$ cat src/rtl/pito_irq_queue_pkg.sv
// Shared types and defaults for the pito interrupt event queue.
// Latency: n/a (declarations only).
// Backpressure: n/a.
package pito_irq_queue_pkg;

   localparam int PITO_NUM_HARTS = 8;
   localparam int HART_CNT_WIDTH = $clog2(PITO_NUM_HARTS);
   localparam int IRQ_Q_DEPTH    = 4;
   localparam int IRQ_DATA_W     = 32;
   localparam int IRQ_NUM_SRC    = 2;

   // MVU interrupt line; the pending output lands on this mip bit
   localparam int IRQ_MVU_INTR   = 16;
   localparam int MIP_MVIP       = IRQ_MVU_INTR;

   // hart_id MSB set means broadcast to every hart
   typedef struct packed {
      logic                      valid;
      logic [HART_CNT_WIDTH:0]   hart_id;
      logic [IRQ_DATA_W-1:0]     data;
   } irq_evt_t;

   typedef logic [7:0] irq_ovf_cnt_t;

   // Drop counter increment that sticks at all-ones
   function automatic irq_ovf_cnt_t ovf_sat_inc(input irq_ovf_cnt_t c);
      return (c == 8'hFF) ? c : c + 8'd1;
   endfunction

endpackage

$ cat src/rtl/pito_irq_queue_if.sv
// Event producer / CSR-file side bundle of the interrupt event queue.
// Latency: n/a (wires only).
// Backpressure: evt_ready_o grants at most one source per cycle.
interface pito_irq_queue_if
   import pito_irq_queue_pkg::*;
#(
   parameter int NUM_SRC   = IRQ_NUM_SRC,
   parameter int NUM_HARTS = PITO_NUM_HARTS,
   parameter int DATA_W    = IRQ_DATA_W
);
   irq_evt_t     [NUM_SRC-1:0]               evt_i;
   logic         [NUM_SRC-1:0]               evt_ready_o;
   logic         [NUM_HARTS-1:0]             irq_pending_o;
   logic         [NUM_HARTS-1:0][DATA_W-1:0] irq_data_o;
   logic         [NUM_HARTS-1:0]             irq_ack_i;
   logic         [NUM_HARTS-1:0]             q_full_o;
   irq_ovf_cnt_t [NUM_HARTS-1:0]             ovf_cnt_o;

   // producers and CSR file
   modport master (
      output evt_i, irq_ack_i,
      input  evt_ready_o, irq_pending_o, irq_data_o, q_full_o, ovf_cnt_o
   );

   // the queue itself
   modport slave (
      input  evt_i, irq_ack_i,
      output evt_ready_o, irq_pending_o, irq_data_o, q_full_o, ovf_cnt_o
   );
endinterface

$ cat src/rtl/pito_irq_fifo.sv
// Single-hart interrupt event FIFO with push/pop/full/empty/head.
// Latency: push visible at head 1 cycle later; pop advances head next cycle.
// Backpressure: none; a push while full is accepted only when a pop happens too.
module pito_irq_fifo #(
   parameter int DEPTH = 4,
   parameter int DW    = 32
) (
   input  logic          clk,
   input  logic          rst_n,
   input  logic          push_i,
   input  logic [DW-1:0] push_dat_i,
   input  logic          pop_i,
   output logic          full_o,
   output logic          empty_o,
   output logic [DW-1:0] head_o
);
   localparam int AW = $clog2(DEPTH);

   logic [AW:0]   wr_q, wr_d, rd_q, rd_d;
   logic [DW-1:0] mem_q [DEPTH];
   logic          do_push, do_pop;

   // extra pointer MSB separates full from empty
   assign empty_o = (wr_q == rd_q);
   assign full_o  = (wr_q[AW] != rd_q[AW]) && (wr_q[AW-1:0] == rd_q[AW-1:0]);
   assign do_pop  = pop_i && !empty_o;
   assign do_push = push_i && (!full_o || do_pop);
   // an empty queue reads as zero rather than stale payload
   assign head_o  = empty_o ? '0 : mem_q[rd_q[AW-1:0]];

   // pointer next-state, wrapping by natural overflow
   always_comb begin
      wr_d = wr_q + (AW+1)'(do_push);
      rd_d = rd_q + (AW+1)'(do_pop);
   end

   // pointer registers
   always_ff @(posedge clk or negedge rst_n) begin
      if (!rst_n) begin
         wr_q <= '0;
         rd_q <= '0;
      end else begin
         wr_q <= wr_d;
         rd_q <= rd_d;
      end
   end

   // storage; when full the write slot is the head being popped
   always_ff @(posedge clk or negedge rst_n) begin
      if (!rst_n) begin
         for (int i = 0; i < DEPTH; i++) mem_q[i] <= '0;
      end else if (do_push) begin
         mem_q[wr_q[AW-1:0]] <= push_dat_i;
      end
   end
endmodule

$ cat src/rtl/pito_irq_queue.sv
// Round-robin event arbiter routing into per-hart FIFOs; optional drop counters (PITO_IRQ_OVF_CNT_EN).
// Latency: granted event pending at target hart(s) 1 cycle later; ack pops next cycle.
// Backpressure: granted events are never stalled; full harts drop (and count when enabled).
module pito_irq_queue
   import pito_irq_queue_pkg::*;
#(
   parameter int NUM_HARTS = PITO_NUM_HARTS,
   parameter int NUM_SRC   = IRQ_NUM_SRC,
   parameter int Q_DEPTH   = IRQ_Q_DEPTH,
   parameter int DATA_W    = IRQ_DATA_W
) (
   input logic               clk,
   input logic               rst_n,
   pito_irq_queue_if.slave   bus
);
   localparam int SRC_W = (NUM_SRC > 1) ? $clog2(NUM_SRC) : 1;

   logic [SRC_W-1:0]          rr_q, rr_d, win_idx, cand;
   logic [NUM_SRC-1:0]        gnt;
   logic                      gnt_vld;
   irq_evt_t                  win_evt;
   logic                      bcast, tgt_ok;
   logic [HART_CNT_WIDTH-1:0] tgt;
   logic [NUM_HARTS-1:0]      push, full, empty;

   // round-robin pick: first valid source at or after the pointer
   always_comb begin
      gnt     = '0;
      gnt_vld = 1'b0;
      win_idx = '0;
      cand    = '0;
      for (int i = 0; i < NUM_SRC; i++) begin
         cand = SRC_W'((int'(rr_q) + i) % NUM_SRC);
         if (!gnt_vld && bus.evt_i[cand].valid) begin
            gnt_vld   = 1'b1;
            win_idx   = cand;
            gnt[cand] = 1'b1;
         end
      end
      rr_d = (int'(win_idx) == NUM_SRC - 1) ? '0 : win_idx + SRC_W'(1);
   end

   assign bus.evt_ready_o = gnt;

   // pointer moves past the winner only when something was granted
   always_ff @(posedge clk or negedge rst_n) begin
      if (!rst_n)       rr_q <= '0;
      else if (gnt_vld) rr_q <= rr_d;
   end

   // decode of the winning event's destination
   assign win_evt = bus.evt_i[win_idx];
   assign bcast   = win_evt.hart_id[HART_CNT_WIDTH];
   assign tgt     = win_evt.hart_id[HART_CNT_WIDTH-1:0];
   assign tgt_ok  = (int'(tgt) < NUM_HARTS);

   for (genvar h = 0; h < NUM_HARTS; h++) begin : g_hart
      // unicast to a nonexistent hart reaches nobody
      assign push[h] = gnt_vld && (bcast || (tgt_ok && (int'(tgt) == h)));

      pito_irq_fifo #(
         .DEPTH (Q_DEPTH),
         .DW    (DATA_W)
      ) u_fifo (
         .clk        (clk),
         .rst_n      (rst_n),
         .push_i     (push[h]),
         .push_dat_i (win_evt.data),
         .pop_i      (bus.irq_ack_i[h]),
         .full_o     (full[h]),
         .empty_o    (empty[h]),
         .head_o     (bus.irq_data_o[h])
      );

      // pending feeds mip[MIP_MVIP] in the CSR file
      assign bus.irq_pending_o[h] = !empty[h];
      assign bus.q_full_o[h]      = full[h];

`ifdef PITO_IRQ_OVF_CNT_EN
      logic         drop;
      irq_ovf_cnt_t ovf_q;

      // a push is lost only when full with no simultaneous pop
      assign drop = push[h] && full[h] && !bus.irq_ack_i[h];

      // saturating per-hart drop counter, cleared only by reset
      always_ff @(posedge clk or negedge rst_n) begin
         if (!rst_n)    ovf_q <= '0;
         else if (drop) ovf_q <= ovf_sat_inc(ovf_q);
      end

      assign bus.ovf_cnt_o[h] = ovf_q;
`else
      assign bus.ovf_cnt_o[h] = '0;
`endif
   end
endmodule

$ cat src/flat_wrapper.sv
// flat-port wrapper written by rule: the top's interface ports become plain ports
module pito_irq_queue_flat import pito_irq_queue_pkg::*;
#(
   parameter int NUM_HARTS = PITO_NUM_HARTS,
   parameter int NUM_SRC   = IRQ_NUM_SRC,
   parameter int Q_DEPTH   = IRQ_Q_DEPTH,
   parameter int DATA_W    = IRQ_DATA_W
)
  (clk, rst_n, bus_evt_i, bus_irq_ack_i, bus_evt_ready_o, bus_irq_pending_o, bus_irq_data_o, bus_q_full_o, bus_ovf_cnt_o);
  pito_irq_queue_if #(.NUM_SRC(NUM_SRC), .NUM_HARTS(NUM_HARTS), .DATA_W(DATA_W)) bus_i ();
  input logic clk;
  input logic rst_n;
  input wire logic [$bits(bus_i.evt_i)-1:0] bus_evt_i;
  input wire logic [$bits(bus_i.irq_ack_i)-1:0] bus_irq_ack_i;
  output wire logic [$bits(bus_i.evt_ready_o)-1:0] bus_evt_ready_o;
  output wire logic [$bits(bus_i.irq_pending_o)-1:0] bus_irq_pending_o;
  output wire logic [$bits(bus_i.irq_data_o)-1:0] bus_irq_data_o;
  output wire logic [$bits(bus_i.q_full_o)-1:0] bus_q_full_o;
  output wire logic [$bits(bus_i.ovf_cnt_o)-1:0] bus_ovf_cnt_o;
  assign bus_i.evt_i = bus_evt_i;
  assign bus_i.irq_ack_i = bus_irq_ack_i;
  assign bus_evt_ready_o = bus_i.evt_ready_o;
  assign bus_irq_pending_o = bus_i.irq_pending_o;
  assign bus_irq_data_o = bus_i.irq_data_o;
  assign bus_q_full_o = bus_i.q_full_o;
  assign bus_ovf_cnt_o = bus_i.ovf_cnt_o;
  pito_irq_queue #(.NUM_HARTS(NUM_HARTS), .NUM_SRC(NUM_SRC), .Q_DEPTH(Q_DEPTH), .DATA_W(DATA_W)) u_core (.clk(clk), .rst_n(rst_n), .bus(bus_i));
endmodule
$ cat config.mk
export PLATFORM = sky130hd
export DESIGN_NAME = pito_irq_queue_flat
export DESIGN_NICKNAME = d
export VERILOG_FILES = /design/src/rtl/pito_irq_queue_pkg.sv /design/src/rtl/pito_irq_queue_if.sv /design/src/rtl/pito_irq_fifo.sv /design/src/rtl/pito_irq_queue.sv /design/src/flat_wrapper.sv
export SDC_FILE = /design/constraint.sdc
export NUM_CORES = 1
export LEC_CHECK = 0
export CAP_MARGIN = 25
export CORE_MARGIN = 1
export CORE_UTILIZATION = 53
export CTS_CLUSTER_DIAMETER = 120
export DETAILED_ROUTE_END_ITERATION = 8
export GPL_TIMING_DRIVEN = 0
export PLACE_DENSITY = 0.77
export SLEW_MARGIN = 30
export SYNTH_ARGS = -nofsm -noshare
export SYNTH_HDL_FRONTEND = slang
export SYNTH_SLANG_ARGS = --single-unit
$ cat constraint.sdc
create_clock -name clk -period 2.1 [get_ports clk]
set_clock_uncertainty 0.05 [all_clocks]
set_input_delay 0.315 -clock clk [delete_from_list [all_inputs] [get_ports clk]]
set_output_delay 0.315 -clock clk [all_outputs]
set_load 0.01 [all_outputs]
==> impl_metrics.env <==
export IMPL_synth_area_um2=49900
export IMPL_grt_use_total_pct=31.7
export IMPL_drtPass1Iterations=5
export IMPL_path_buf_inv=5
export IMPL_layout_common_cells="1064 x dfrtp_1, 796 x mux2_2, 264 x buf_6"
export IMPL_drive_gt1_share_pct=62.3
export IMPL_gp_congestion=0.811
export IMPL_p_per_area_nw_per_um2=2010
export IMPL_synth_avg_cell_area_um2=15.4
export IMPL_max_vdd_ir_drop_v=0.00180
export IMPL_timing_fmax_ghz=0.348
export IMPL_arrival_ns=2.50
export IMPL_rr_endpoint="u_core.g_hart[3].u_fifo.mem_q[28]"
export IMPL_cp_top_family="buffers and inverters"
export IMPL_hold_class="in2reg"
export IMPL_routed_wl_mm=161
export IMPL_placedCellCount=4917
export IMPL_cts_root_buf="clkbuf_16"
export IMPL_ys_seq_area_share_pct=53.8
export IMPL_setup_slack_ns=-0.770
export IMPL_cp_data_required_time_ns=1.74
export IMPL_synth_distinct_cells=34
export IMPL_drt_iter0_drc=2297
export IMPL_worst_r2r_path_depth=8
export IMPL_ys_seq_elements=1073
export IMPL_clk_pin_slew_ns=0.06
export IMPL_cts_tree="yes"
export IMPL_post_drt_wl_per_cell_um=29.4
export IMPL_layout_commonest_cell="dfrtp_1"
export IMPL_stdcell_count=5491
export IMPL_dp_hpwl_mm=91.8
export IMPL_tightest_slew_ns=0.954
export IMPL_crit_type="reg2out"
export IMPL_yosys_area_top_type="dfrtp_1"
export IMPL_pin_count=422
export IMPL_clock_path_buffers=3
export IMPL_fin_crit_sh_pct=137
export IMPL_netlist_instances=3232
export IMPL_io_buffers=357
export IMPL_status="finished with violations"
export IMPL_via_per_inst=6.01
export IMPL_yosysWarnings=0
export IMPL_timing_rr_start="u_core.rr_q"
export IMPL_final_core_util_pct=73.7
export IMPL_syn_to_final_growth_pct=37.7
export IMPL_rsz0062_at_grt="true"
export IMPL_fin_hold_ws_ns=0.390
export IMPL_synth_area_leaders="dfrtp_1 54%, mux2_2 21%, mux4_2 12%"
export IMPL_crit_fanout=6
export IMPL_drtAntennaViolNets=0
export IMPL_worst_setup_path_end_kind="output port"
export IMPL_rows=112
export IMPL_start_util_pct=53.5
export IMPL_cts_sinks=1073
export IMPL_drv_slew=0
export IMPL_crit_start="u_core.g_hart[1].u_fifo.rd_q[1]"
export IMPL_leakage_nw=31.3
export IMPL_fin_tns_setup_ns=-609.31
export IMPL_finalHoldViolCount=0
export IMPL_grt_pass1_vias=34000
export IMPL_hold_end="u_core.g_hart[5].u_fifo.rd_q[0]"
export IMPL_drc=0
export IMPL_core_um2=93300
export IMPL_critical_path_slowest_cell="dfrtp_1"
export IMPL_relSlewSlack_pct=36.4
export IMPL_grt_overflow=0
export IMPL_min_path_cells=3
export IMPL_drv_cap=0
export IMPL_vias=33000
export IMPL_path_cells="buf_6 -> xor2_2 -> or2_4 -> nor2b_4 -> buf_12 -> clkbuf_16 -> buf_12 -> nor2b_4 -> buf_6"
export IMPL_rrSetupSlack_ns=-0.64
export IMPL_start_kind="register"
export IMPL_die_h_um=309
export IMPL_antenna_found_initial=15
export IMPL_place_area_um2=55600
export IMPL_synth_top_area_share_pct=53.8
export IMPL_dieArea_um2=95400
export IMPL_finalInstanceArea_um2=68700
export IMPL_grt_pass1_wl_mm=222
export IMPL_setup_viol=1523
export IMPL_num_nets_final=4255
export IMPL_violations="setup timing"
export IMPL_clk_insertion_delay_late_ns=0.69
export IMPL_max_stage_delay_ns=0.43
export IMPL_worstHoldStart="bus_irq_ack_i[5]"
export IMPL_htreeDepth=3
export IMPL_grt_max_degree=127
export IMPL_die_width_um=309
export IMPL_cts_buffers=110
export IMPL_fin_crit_ns=2.87
-- synth_stat cells --
| cell | number |
|---|---|
| a2111o_1 | 2 |
| a21boi_0 | 1 |
| a21o_1 | 1 |
| buf_2 | 41 |
| buf_4 | 159 |
| buf_6 | 11 |
| clkbuf_1 | 147 |
| conb_1 | 1 |
| dfrtp_1 | 1073 |
| ha_1 | 32 |
| inv_1 | 11 |
| inv_2 | 1 |
| mux2_1 | 110 |
| mux2_2 | 946 |
| mux4_2 | 256 |
| nand2_1 | 39 |
| nand2_2 | 3 |
| nand2b_1 | 1 |
| nand3_1 | 2 |
| nand3b_1 | 3 |
| nor2_1 | 12 |
| nor2b_1 | 275 |
| nor3_1 | 14 |
| nor3b_1 | 22 |
| o2111ai_1 | 5 |
| o2111ai_2 | 7 |
| o211ai_1 | 2 |
| o21ai_2 | 1 |
| o41ai_1 | 8 |
| or2_2 | 3 |
| or3_1 | 1 |
| or3b_2 | 2 |
| xnor2_1 | 8 |
| xor2_1 | 32 |
-- registers in the layout, summed over array words and instances, names as in the netlist --
name and count:
u_core.rr_q 1, u_core.g_hart.u_fifo.rd_q 24, u_core.g_hart.u_fifo.wr_q 24, u_core.g_hart.u_fifo.mem_q 1024
-- metal layers --
metal	up-vias	routed length [µm]	GRT usage, %
met4	8	8570	14.8
met5	-	44	0
met3	391	12000	7.15
met1	17700	62700	41.9
met2	1481	77800	50.1
li1	13400	-	-
-- power breakdown --
group	leakage (nW)	total (W)	internal [W]	switching, W
clock network	1.78	0.0196	0.0110	0.00859
logic	16.8	0.0801	0.0473	0.0328
registers	12.7	0.0382	0.0314	0.00682
total	31.3	0.138	0.0897	0.0482
-- worst reg2reg max path: cells and delay by family, from the launching register on --
family | cells | cell delay (ns)
and+or+nand+nor | 2 | 0.55
AOI/OAI and AO/OA | 2 | 0.53
DFF | 1 | 0.41
muxes | 1 | 0.40
buffers and inverters | 3 | 0.69
-- logic make-up after synthesis --
family / share of synthesized area (%)
buffers and inverters: 4.25
AND/OR/NAND/NOR: 4.50
flip-flops: 53.8
XOR/XNOR: 0.702
other: 0.00751
AO/OA/AOI/OAI: 0.562
adder cells (fa/ha/maj): 0.802
multiplexers: 35.4
-- stage by stage --
stage / power, W / setup slack [ns]
2_1_floorplan: 0.0692 / -0.121
3_3_place_gp: 0.0925 / -47.95
3_5_place_dp: 0.0938 / -1.36
4_1_cts: 0.128 / -0.701
5_1_grt: 0.143 / -0.794
6_report: 0.138 / -0.770
-- worst max path at each step --
stage                     cells past startpoint  slack [ns]                                 to
after floorplan                               7       -0.12  u_core.g_hart[4].u_fifo.mem_q[34]
after global placement                        1      -47.95  u_core.g_hart[5].u_fifo.mem_q[88]
after detailed placement                      7       -1.36  u_core.g_hart[1].u_fifo.mem_q[45]
after CTS                                     9       -0.70                bus_irq_data_o[149]
after global routing                          9       -0.79                 bus_irq_data_o[48]
final                                         9       -0.77                 bus_irq_data_o[48]
-- cell type report --
cell class	count	area, µm²
Antenna cell	7	17.5
Fill cell	5319	24600
Sequential cell	1073	26900
Clock buffer	167	3250
Buffer	351	3700
Clock inverter	36	318
Inverter	12	55.1
Timing Repair Buffer	739	8960
Tap cell	1254	1570
Multi-Input combinational cell	1852	24000
-- repair_timing --
item                                   4_1_cts  5_1_grt
gates cloned                                59       28
hold buffers                                 4        1
endpoints found under the hold margin      306      306
gates resized for setup                   2089      471
setup buffers                              206       91
pin swaps                                   30       16
setup endpoints to repair                 1346     1538
Note: power is estimated with default switching activity, not from simulation.
